===== src/rtl/tt_vpu_ovi_store_sched_if.sv =====
// Signal bundle between the vector store scheduler and its surroundings.
// The slave side is the scheduler; the master side drives requests, register data and OVI returns.
interface tt_vpu_ovi_store_sched_if #(
  parameter int VLEN = 256
);
  logic                st_start;
  logic [3:0]          st_nregs;
  logic                st_abort;
  logic                vs_valid;
  logic [VLEN-1:0]     vs_data;
  logic                vs_ready;
  logic                store_valid;
  logic [2*VLEN-1:0]   store_data;
  logic                store_credit;
  logic                memop_sync_start;
  logic                memop_sync_end;
  logic                st_done;
  logic                busy;

  modport master (
    output st_start, st_nregs, st_abort, vs_valid, vs_data, store_credit, memop_sync_end,
    input  vs_ready, store_valid, store_data, memop_sync_start, st_done, busy
  );

  modport slave (
    input  st_start, st_nregs, st_abort, vs_valid, vs_data, store_credit, memop_sync_end,
    output vs_ready, store_valid, store_data, memop_sync_start, st_done, busy
  );
endinterface


===== src/rtl/tt_vpu_ovi_store_sched.sv =====
// Vector store scheduler: buffers vs3 registers and emits credit-limited
// double-width OVI store beats, framed by memop sync start/end.
module tt_vpu_ovi_store_sched #(
  parameter int VLEN          = 256,
  parameter int STORE_CREDITS = 32,
  parameter int BUF_DEPTH     = 8
) (
  input  logic                      clk,
  input  logic                      reset_n,
  tt_vpu_ovi_store_sched_if.slave   bus
);
  localparam int PW = (BUF_DEPTH > 1) ? $clog2(BUF_DEPTH) : 1;
  localparam int OW = $clog2(BUF_DEPTH + 1);
  localparam int CW = $clog2(STORE_CREDITS) + 1;

  typedef enum logic [1:0] {IDLE = 2'd0, XFER = 2'd1, SYNC = 2'd2} state_t;

  state_t            state_reg, state_next;
  logic [VLEN-1:0]   mem [BUF_DEPTH];
  logic [PW-1:0]     wr_ptr_reg, rd_ptr_reg, rd_ptr_inc;
  logic [OW-1:0]     occ_reg;
  logic [3:0]        nregs_reg, recv_reg, sent_reg, sent_after;
  logic [CW-1:0]     credits_reg;
  logic              store_valid_reg, sync_start_reg, st_done_reg;
  logic [2*VLEN-1:0] store_data_reg;
  logic              vs_ready_c, accept, head_last, pop_one, pop_two, pop, start_ok;
  logic [1:0]        pop_cnt;

  function automatic logic [PW-1:0] ptr_inc(input logic [PW-1:0] p);
    return (p == PW'(BUF_DEPTH - 1)) ? '0 : p + PW'(1);
  endfunction

  always_comb begin
    vs_ready_c = reset_n && (state_reg == XFER) && (occ_reg < OW'(BUF_DEPTH))
                 && (recv_reg < nregs_reg);
    accept     = bus.vs_valid && vs_ready_c;
    head_last  = ((sent_reg + 4'd1) == nregs_reg);
    // An abort kills the pop so no new beat is launched into the flushed memop.
    pop_two    = (state_reg == XFER) && !bus.st_abort && (credits_reg != '0)
                 && (occ_reg >= OW'(2));
    pop_one    = (state_reg == XFER) && !bus.st_abort && (credits_reg != '0)
                 && (occ_reg == OW'(1)) && head_last;
    pop        = pop_one || pop_two;
    pop_cnt    = pop_two ? 2'd2 : (pop_one ? 2'd1 : 2'd0);
    sent_after = sent_reg + {2'b00, pop_cnt};
    start_ok   = (state_reg == IDLE) && bus.st_start && !bus.st_abort;
    rd_ptr_inc = ptr_inc(rd_ptr_reg);
  end

  always_comb begin
    state_next = state_reg;
    case (state_reg)
      IDLE:    if (start_ok) state_next = (bus.st_nregs == 4'd0) ? SYNC : XFER;
      XFER:    if (pop && (sent_after == nregs_reg)) state_next = SYNC;
      SYNC:    if (bus.memop_sync_end) state_next = IDLE;
      default: state_next = IDLE;
    endcase
    if (bus.st_abort) state_next = IDLE;
  end

  always_ff @(posedge clk) begin
    if (accept) mem[wr_ptr_reg] <= bus.vs_data;
  end

  always_ff @(posedge clk) begin
    if (!reset_n) begin
      state_reg       <= IDLE;
      wr_ptr_reg      <= '0;
      rd_ptr_reg      <= '0;
      occ_reg         <= '0;
      nregs_reg       <= '0;
      recv_reg        <= '0;
      sent_reg        <= '0;
      credits_reg     <= CW'(STORE_CREDITS);
      store_valid_reg <= 1'b0;
      store_data_reg  <= '0;
      sync_start_reg  <= 1'b0;
      st_done_reg     <= 1'b0;
    end else begin
      state_reg       <= state_next;
      store_valid_reg <= pop;
      sync_start_reg  <= start_ok;
      st_done_reg     <= (state_reg == SYNC) && bus.memop_sync_end && !bus.st_abort;
      if (pop)
        store_data_reg <= {pop_two ? mem[rd_ptr_inc] : {VLEN{1'b0}}, mem[rd_ptr_reg]};

      if (bus.st_abort) begin
        wr_ptr_reg <= '0;
        rd_ptr_reg <= '0;
        occ_reg    <= '0;
      end else begin
        if (accept) wr_ptr_reg <= ptr_inc(wr_ptr_reg);
        if (pop_two)      rd_ptr_reg <= ptr_inc(rd_ptr_inc);
        else if (pop_one) rd_ptr_reg <= rd_ptr_inc;
        occ_reg <= occ_reg + OW'(accept) - OW'(pop_cnt);
      end

      if (start_ok) begin
        nregs_reg <= bus.st_nregs;
        recv_reg  <= '0;
        sent_reg  <= '0;
      end else begin
        if (accept) recv_reg <= recv_reg + 4'd1;
        if (pop)    sent_reg <= sent_after;
      end

      // A return and a send in the same cycle cancel; returns saturate at the full pool.
      case ({bus.store_credit, pop})
        2'b10:   if (credits_reg != CW'(STORE_CREDITS)) credits_reg <= credits_reg + CW'(1);
        2'b01:   credits_reg <= credits_reg - CW'(1);
        default: credits_reg <= credits_reg;
      endcase
    end
  end

  assign bus.vs_ready         = vs_ready_c;
  assign bus.store_valid      = store_valid_reg;
  assign bus.store_data       = store_data_reg;
  assign bus.memop_sync_start = sync_start_reg;
  assign bus.st_done          = st_done_reg;
  assign bus.busy             = (state_reg != IDLE);
endmodule


===== src/flat_wrapper.sv =====
// flat-port wrapper written by rule: the top's interface ports become plain ports
module tt_vpu_ovi_store_sched_flat 
#(
  parameter int VLEN          = 256,
  parameter int STORE_CREDITS = 32,
  parameter int BUF_DEPTH     = 8
)
  (clk, reset_n, bus_st_start, bus_st_nregs, bus_st_abort, bus_vs_valid, bus_vs_data, bus_store_credit, bus_memop_sync_end, bus_vs_ready, bus_store_valid, bus_store_data, bus_memop_sync_start, bus_st_done, bus_busy);
  tt_vpu_ovi_store_sched_if #(.VLEN(VLEN)) bus_i ();
  input  logic clk;
  input  logic reset_n;
  input wire logic [$bits(bus_i.st_start)-1:0] bus_st_start;
  input wire logic [$bits(bus_i.st_nregs)-1:0] bus_st_nregs;
  input wire logic [$bits(bus_i.st_abort)-1:0] bus_st_abort;
  input wire logic [$bits(bus_i.vs_valid)-1:0] bus_vs_valid;
  input wire logic [$bits(bus_i.vs_data)-1:0] bus_vs_data;
  input wire logic [$bits(bus_i.store_credit)-1:0] bus_store_credit;
  input wire logic [$bits(bus_i.memop_sync_end)-1:0] bus_memop_sync_end;
  output wire logic [$bits(bus_i.vs_ready)-1:0] bus_vs_ready;
  output wire logic [$bits(bus_i.store_valid)-1:0] bus_store_valid;
  output wire logic [$bits(bus_i.store_data)-1:0] bus_store_data;
  output wire logic [$bits(bus_i.memop_sync_start)-1:0] bus_memop_sync_start;
  output wire logic [$bits(bus_i.st_done)-1:0] bus_st_done;
  output wire logic [$bits(bus_i.busy)-1:0] bus_busy;
  assign bus_i.st_start = bus_st_start;
  assign bus_i.st_nregs = bus_st_nregs;
  assign bus_i.st_abort = bus_st_abort;
  assign bus_i.vs_valid = bus_vs_valid;
  assign bus_i.vs_data = bus_vs_data;
  assign bus_i.store_credit = bus_store_credit;
  assign bus_i.memop_sync_end = bus_memop_sync_end;
  assign bus_vs_ready = bus_i.vs_ready;
  assign bus_store_valid = bus_i.store_valid;
  assign bus_store_data = bus_i.store_data;
  assign bus_memop_sync_start = bus_i.memop_sync_start;
  assign bus_st_done = bus_i.st_done;
  assign bus_busy = bus_i.busy;
  tt_vpu_ovi_store_sched #(.VLEN(VLEN), .STORE_CREDITS(STORE_CREDITS), .BUF_DEPTH(BUF_DEPTH)) u_core (.clk(clk), .reset_n(reset_n), .bus(bus_i));
endmodule

===== config.mk =====
export PLATFORM = sky130hd
export DESIGN_NAME = tt_vpu_ovi_store_sched_flat
export DESIGN_NICKNAME = d
export VERILOG_FILES = /design/src/rtl/tt_vpu_ovi_store_sched_if.sv /design/src/rtl/tt_vpu_ovi_store_sched.sv /design/src/flat_wrapper.sv
export SDC_FILE = /design/constraint.sdc
export NUM_CORES = 2
export LEC_CHECK = 0
export BUFFER_PORTS_ARGS = -buffer_cell sky130_fd_sc_hd__buf_4
export CORE_UTILIZATION = 39
export CTS_CLUSTER_SIZE = 40
export DETAILED_ROUTE_END_ITERATION = 6
export GPL_TIMING_DRIVEN = 0
export SLEW_MARGIN = 10
export SYNTH_ARGS = -nofsm -noshare
export SYNTH_HDL_FRONTEND = slang
export SYNTH_SLANG_ARGS = --single-unit
export TNS_END_PERCENT = 30

===== constraint.sdc =====
create_clock -name clk -period 27.8 [get_ports clk]
set_clock_uncertainty 0.1 [all_clocks]
set_input_delay 1.39 -clock clk [delete_from_list [all_inputs] [get_ports clk]]
set_output_delay 1.39 -clock clk [all_outputs]
set_load 0.05 [all_outputs]

# Word level (Yosys, flattened, before mapping)
# Memory sizes are Yosys's and may differ from the RTL's. A register that Yosys moved wholly into a read port is not among the register bits.
# Cells that the tools add are included.
# word_totals
register_bits	545
n_memories	1
out_inout_bits	517
ram_bits	2048
inputBits	267
# op_classes
reduce_logical	27
order_cmp	3
n_eq_ne	15
mux	17
bitwise_logic	1
n_addsub	10
# memory_table
memory	words	width	read_ports	rd_ports_with_merged_regs	write_ports	line_no	source
u_core.mem	8	256	2	1	1	tt_vpu_ovi_store_sched.sv:19	logic [VLEN-1:0] mem [BUF_DEPTH];
# ops
op	n
256-bit 2-to-1 mux	1
3-bit 2-to-1 mux	5
1-bit logical AND	14
6-bit case mux with 2 select lines	1
2-bit 2-to-1 mux	5
3-bit by 1-bit adder with 3-bit output (second input constant)	3
3-bit equality test (second input constant)	3
4-bit by 1-bit adder with 4-bit output (second input constant)	2
4-bit equality test	2
6-bit by 1-bit adder with 6-bit output (second input constant)	1
6-bit 2-to-1 mux	1
6-bit != test (second input constant)	1
2-bit case mux with 3 select lines	1
2-bit nonzero test	3
6-bit nonzero test	1
6-bit by 1-bit subtractor with 6-bit output (second input constant)	1
4-bit by 1-bit adder with 4-bit output	1
4-bit by 2-bit adder with 4-bit output	1
2-bit by 1-bit equality test with 1-bit output (second input constant)	2
2-bit equality test (second input constant)	2
4-bit by 1-bit equality test with 1-bit output (second input constant)	1
4-bit by 2-bit greater-or-equal comparator with 1-bit output (second input constant)	1
4-bit logical NOT	1
4-bit less-than comparator	1
other kinds (12)	18

# Logic depth before layout (Yosys ltp)
# logic_depth
word_depth	12
ltp_mapped	14
ltp_nobuf	14

# Least setup slack after synthesis
# OpenSTA, ideal clock, no wires.
# synth_timing
path_kind	input -> register
from	input port reset_n
to	memory u_core.mem[1][0] (enable)
path_stages	5
path_slack_ns	-2.079
arrival_ns	28.190
path_cell_list	inv_2 -> nor4_1 -> o211ai_1 -> clkbuf_1 -> nor4b_1
# synth_between
elab_chain_cells	6
# synth_rtl
item	line_no	source
from (decl)	flat_wrapper.sv:11	input logic reset_n;
1-bit logical AND (2 in a row)	tt_vpu_ovi_store_sched.sv:34	vs_ready_c = reset_n && (state_reg == XFER) && (occ_reg < OW'(BUF_DEPTH))
1-bit logical AND	tt_vpu_ovi_store_sched.sv:35	&& (recv_reg < nregs_reg);
1-bit logical AND	tt_vpu_ovi_store_sched.sv:36	accept = bus.vs_valid && vs_ready_c;
1-bit 2-to-1 mux	tt_vpu_ovi_store_sched.sv:62	if (accept) mem[wr_ptr_reg] <= bus.vs_data;
1-bit 2-to-1 mux (implied by the code)	tt_vpu_ovi_store_sched.sv:62	
to (decl)	tt_vpu_ovi_store_sched.sv:19	
# No other way between the ends.

# Final worst setup path
# layout_timing
from	input port reset_n
to	memory u_core.mem[2][149] (enable)
# Same word-level chain as after synthesis.

==> summary.md <==
| Metric | Value |
|---|---|
| Post-Syn Nets | `approximately 6800` |
| Design area | `approximately 130000 um2` |
| P&R area growth vs syn | `21.3%` |
| Post-layout min period | `approximately 5.5 ns` |
| Final Cycle Share | `about 20%` |
| Max-cap violations | `0` |
| Arrival @ worst endpoint | `roughly 6 ns` |
| Core Region | `~280000 um2` |
| Top-area cell type share of the netlist area | `55.4%` |
| CP Capture Type | `flop` |
| Drt total wl | `about 410 mm` |
| Die ar. | `287000 um2` |
| Max reg flops | `2048` |
| Cell variety after synth | `55` |
| Static Leakage | `44.8 nW` |
| CTS Hold Buffers Added | `0` |
| Count leader, synth | `edfxtp_1` |
| Die height | `535 um` |
| Combinational share of power | `around 1.3%` |
| Top_reg_cell synth | `edfxtp_1` |
| Setup repair bufs after CTS | `0` |
| Hold endpoint | `u_core.bus.store_data[316]$_SDFFE_PN0P_` |
| Drt drc | `0` |
| Area leader, netlist | `edfxtp_1` |
| Vias in the first global route | `between 70000 and 80000` |
| I/O Buffers | `around 780` |
| Synth Area per Inst | `~17 um2` |
| Sw Pwr | `1.70 mW` |
| Sw Ratio | `20.9%` |
| Max-slew violations | `0` |
| Clk_lat worst skew | `0.91 ns` |
| Pint | `~6.5 mW` |
| H-tree Lvls | `5` |
| Total track usage | `~28%` |
| WP data required | `~28 ns` |
| Starting Density | `between 30% and 40%` |
| Hpwl dp | `around 300 mm` |
| Final Hold Vio Count | `0` |
| DR pass1 iterations | `6` |
| Via density | `6.07` |
| Rel. slew slack | `under 10%` |
| Die Wd | `between 500 and 600 um` |
| Top Ports | `~780` |
| Fin Setup TNS | `0 ns` |
| Hold Crit Start | `u_core.bus.store_data[316]$_SDFFE_PN0P_` |
| Worst setup SP type | `input pin` |
| RSZ-0062 raised after global routing | `false` |
| Status | `finished clean` |
| Grt ovf | `0` |
| EDFF count, synth | `between 2000 and 2500` |
| Ratio of cells with drive above 1 in the final layout | `~31%` |
| Synthesized cell area | `around 110000 um2` |
| Clock Pin Slew Worst Setup and Hold Paths | `approximately 0.060 ns` |
| 1st-iter DRT viols | `9200` |
| Power, Total | `8.16 mW` |
| Gp weighted congestion | `between 0.8 and 0.9` |
| Synth area leaders | `edfxtp_1 (55%), mux4_2 (16%), dfxtp_1 (9.8%)` |
| Crit path kind | `input pin to flop` |
| Post-synthesis sequential area ratio | `approximately two thirds` |
| Core Rows | `195` |
| First-pass GRT wire length | `~560 mm` |
| Final setup margin | `~22 ns` |
| Final setup violating endpoints | `0` |
| Worst vdd ir | `between 40 and 50 uV` |
| Via count | `between 70000 and 80000` |
| Placed Instance Area | `between 100000 and 150000 um2` |
| CTS Buf Count | `288` |
| Worst Hold Path Cells | `2` |
| Sink Count | `~2600` |
| Ys async rst share | `0%` |
| Share of total power in the clock network | `a little under half` |
| # nets final | `approximately 8200` |
| Initial antenna violation count | `110` |
| CTS tree | `yes` |
| R2r startpoint | `u_core.nregs_reg[1]$_SDFFE_PN0P_` |
| Pwr per Cell Area | `~60 nW/um2` |
| Hold WC Path Type | `flop to flop` |
| Yosys Warn Count | `0` |
| Synthesized netlist cell count | `6512` |
| WL/cell | `~34 um` |
| Worst Hold Margin | `around 0.4 ns` |
| Worst r2r path cells | `17` |
| Max Freq | `around 180 MHz` |
| Max clock buf depth | `4` |
| Slew at the pin closest to its max-slew limit | `1.47 ns` |
| Pre-CTS WS | `approximately 21 ns` |
| R2R Setup Slk | `22.62 ns` |
| Crit path max fanout | `10` |
| Reg-to-reg endpoint | `u_core.mem[2][149]$_DFFE_PP_` |
| Antenna-violating nets left | `0` |
| Resize count post-CTS | `0` |
| FF+latch count, synth | `between 2000 and 3000` |
| Pin count of the biggest net entering global routing | `21` |
| Sequential share of power | `approximately half` |
| Clk Tree Root Cell | `clkbuf_16` |
| Top cells by count, synth | `edfxtp_1 (2048), mux2i_1 (779), mux4_2 (768), nor2_1 (625), dfxtp_1 (545)` |
==> metal layers <==
layer	up-vias	part of all wire, %	GRT usage, %
li1	29600	-	-
met1	38200	39	37.2
met2	4026	46	43.8
met3	723	10	6.76
met4	80	4.5	12.6
met5	-	0.12	0
==> worst max path at each step <==
stage | cells after the start | start | to
finish | 16 | reset_n | u_core.mem[2][149]$_DFFE_PP_
global route | 16 | reset_n | u_core.mem[2][156]$_DFFE_PP_
CTS | 16 | reset_n | u_core.mem[2][156]$_DFFE_PP_
detailed placement | 16 | reset_n | u_core.mem[2][149]$_DFFE_PP_
global placement | 6 | reset_n | u_core.mem[2][170]$_DFFE_PP_
floorplan | 5 | reset_n | u_core.mem[2][0]$_DFFE_PP_
==> cell usage in the layout, fill, tap and decap left out, types with 133 or more instances in the layout <==
cell,instances
buf_4,1023
mux4_2,768
edfxtp_1,2048
a2bb2oi_1,169
mux2i_1,779
a21oi_1,275
clkbuf_16,296
nor2_1,623
a221oi_1,169
clkbuf_1,394
a211oi_1,426
buf_2,133
dfxtp_1,545
==> metrics by stage <==
stage	instances	utilization [%]
floorplan	6512	-
global placement	11000	43.0
detailed placement	11400	44.2
CTS	11900	47.6
global route	11900	47.6
finish	12000	47.6
==> layout make-up <==
type	count	area, um2
fill	24200	148000
sequential	2593	72400
multi-input combinational	3351	36200
timing repair buffer	1118	9130
clock buffer	418	8200
tap	3743	4680
buffer	544	2390
clock inverter	113	1350
antenna	54	135
inverter	24	90.1
==> power groups by stage <==
stage	logic (mW)	clock network (mW)	registers, mW
global route	0.115	4.05	4.18
CTS	0.106	3.90	4.18
floorplan	0.0219	0	4.27
finish	0.107	3.87	4.18
global placement	0.0982	0	4.27
detailed placement	0.106	0	4.26
==> worst max-delay path, stage by stage <==
cell,delay [ns]
buf_4,0.14
inv_2,0.28
nor4_1,0.47
o211ai_1,0.23
clkbuf_1,0.31
nor4b_2,0.93
buf_4,0.29
buf_4,0.19
buf_2,0.26
buf_4,0.22
buf_4,0.16
buf_2,0.20
buf_2,0.26
buf_4,0.22
buf_4,0.19
buf_2,0.23
==> logic make-up after synthesis <==
kind of cell | Yosys count | synth area share, %
XOR/XNOR | 18 | 0.142
adder cells (fa/ha/maj) | 24 | 0.291
AO/OA/AOI/OAI | 1068 | 6.98
multiplexers | 1547 | 22.6
buffers and inverters | 568 | 2.19
AND/OR/NAND/NOR | 694 | 2.50
flip-flops | 2593 | 65.3
Note: power is estimated with default switching activity, not from simulation.
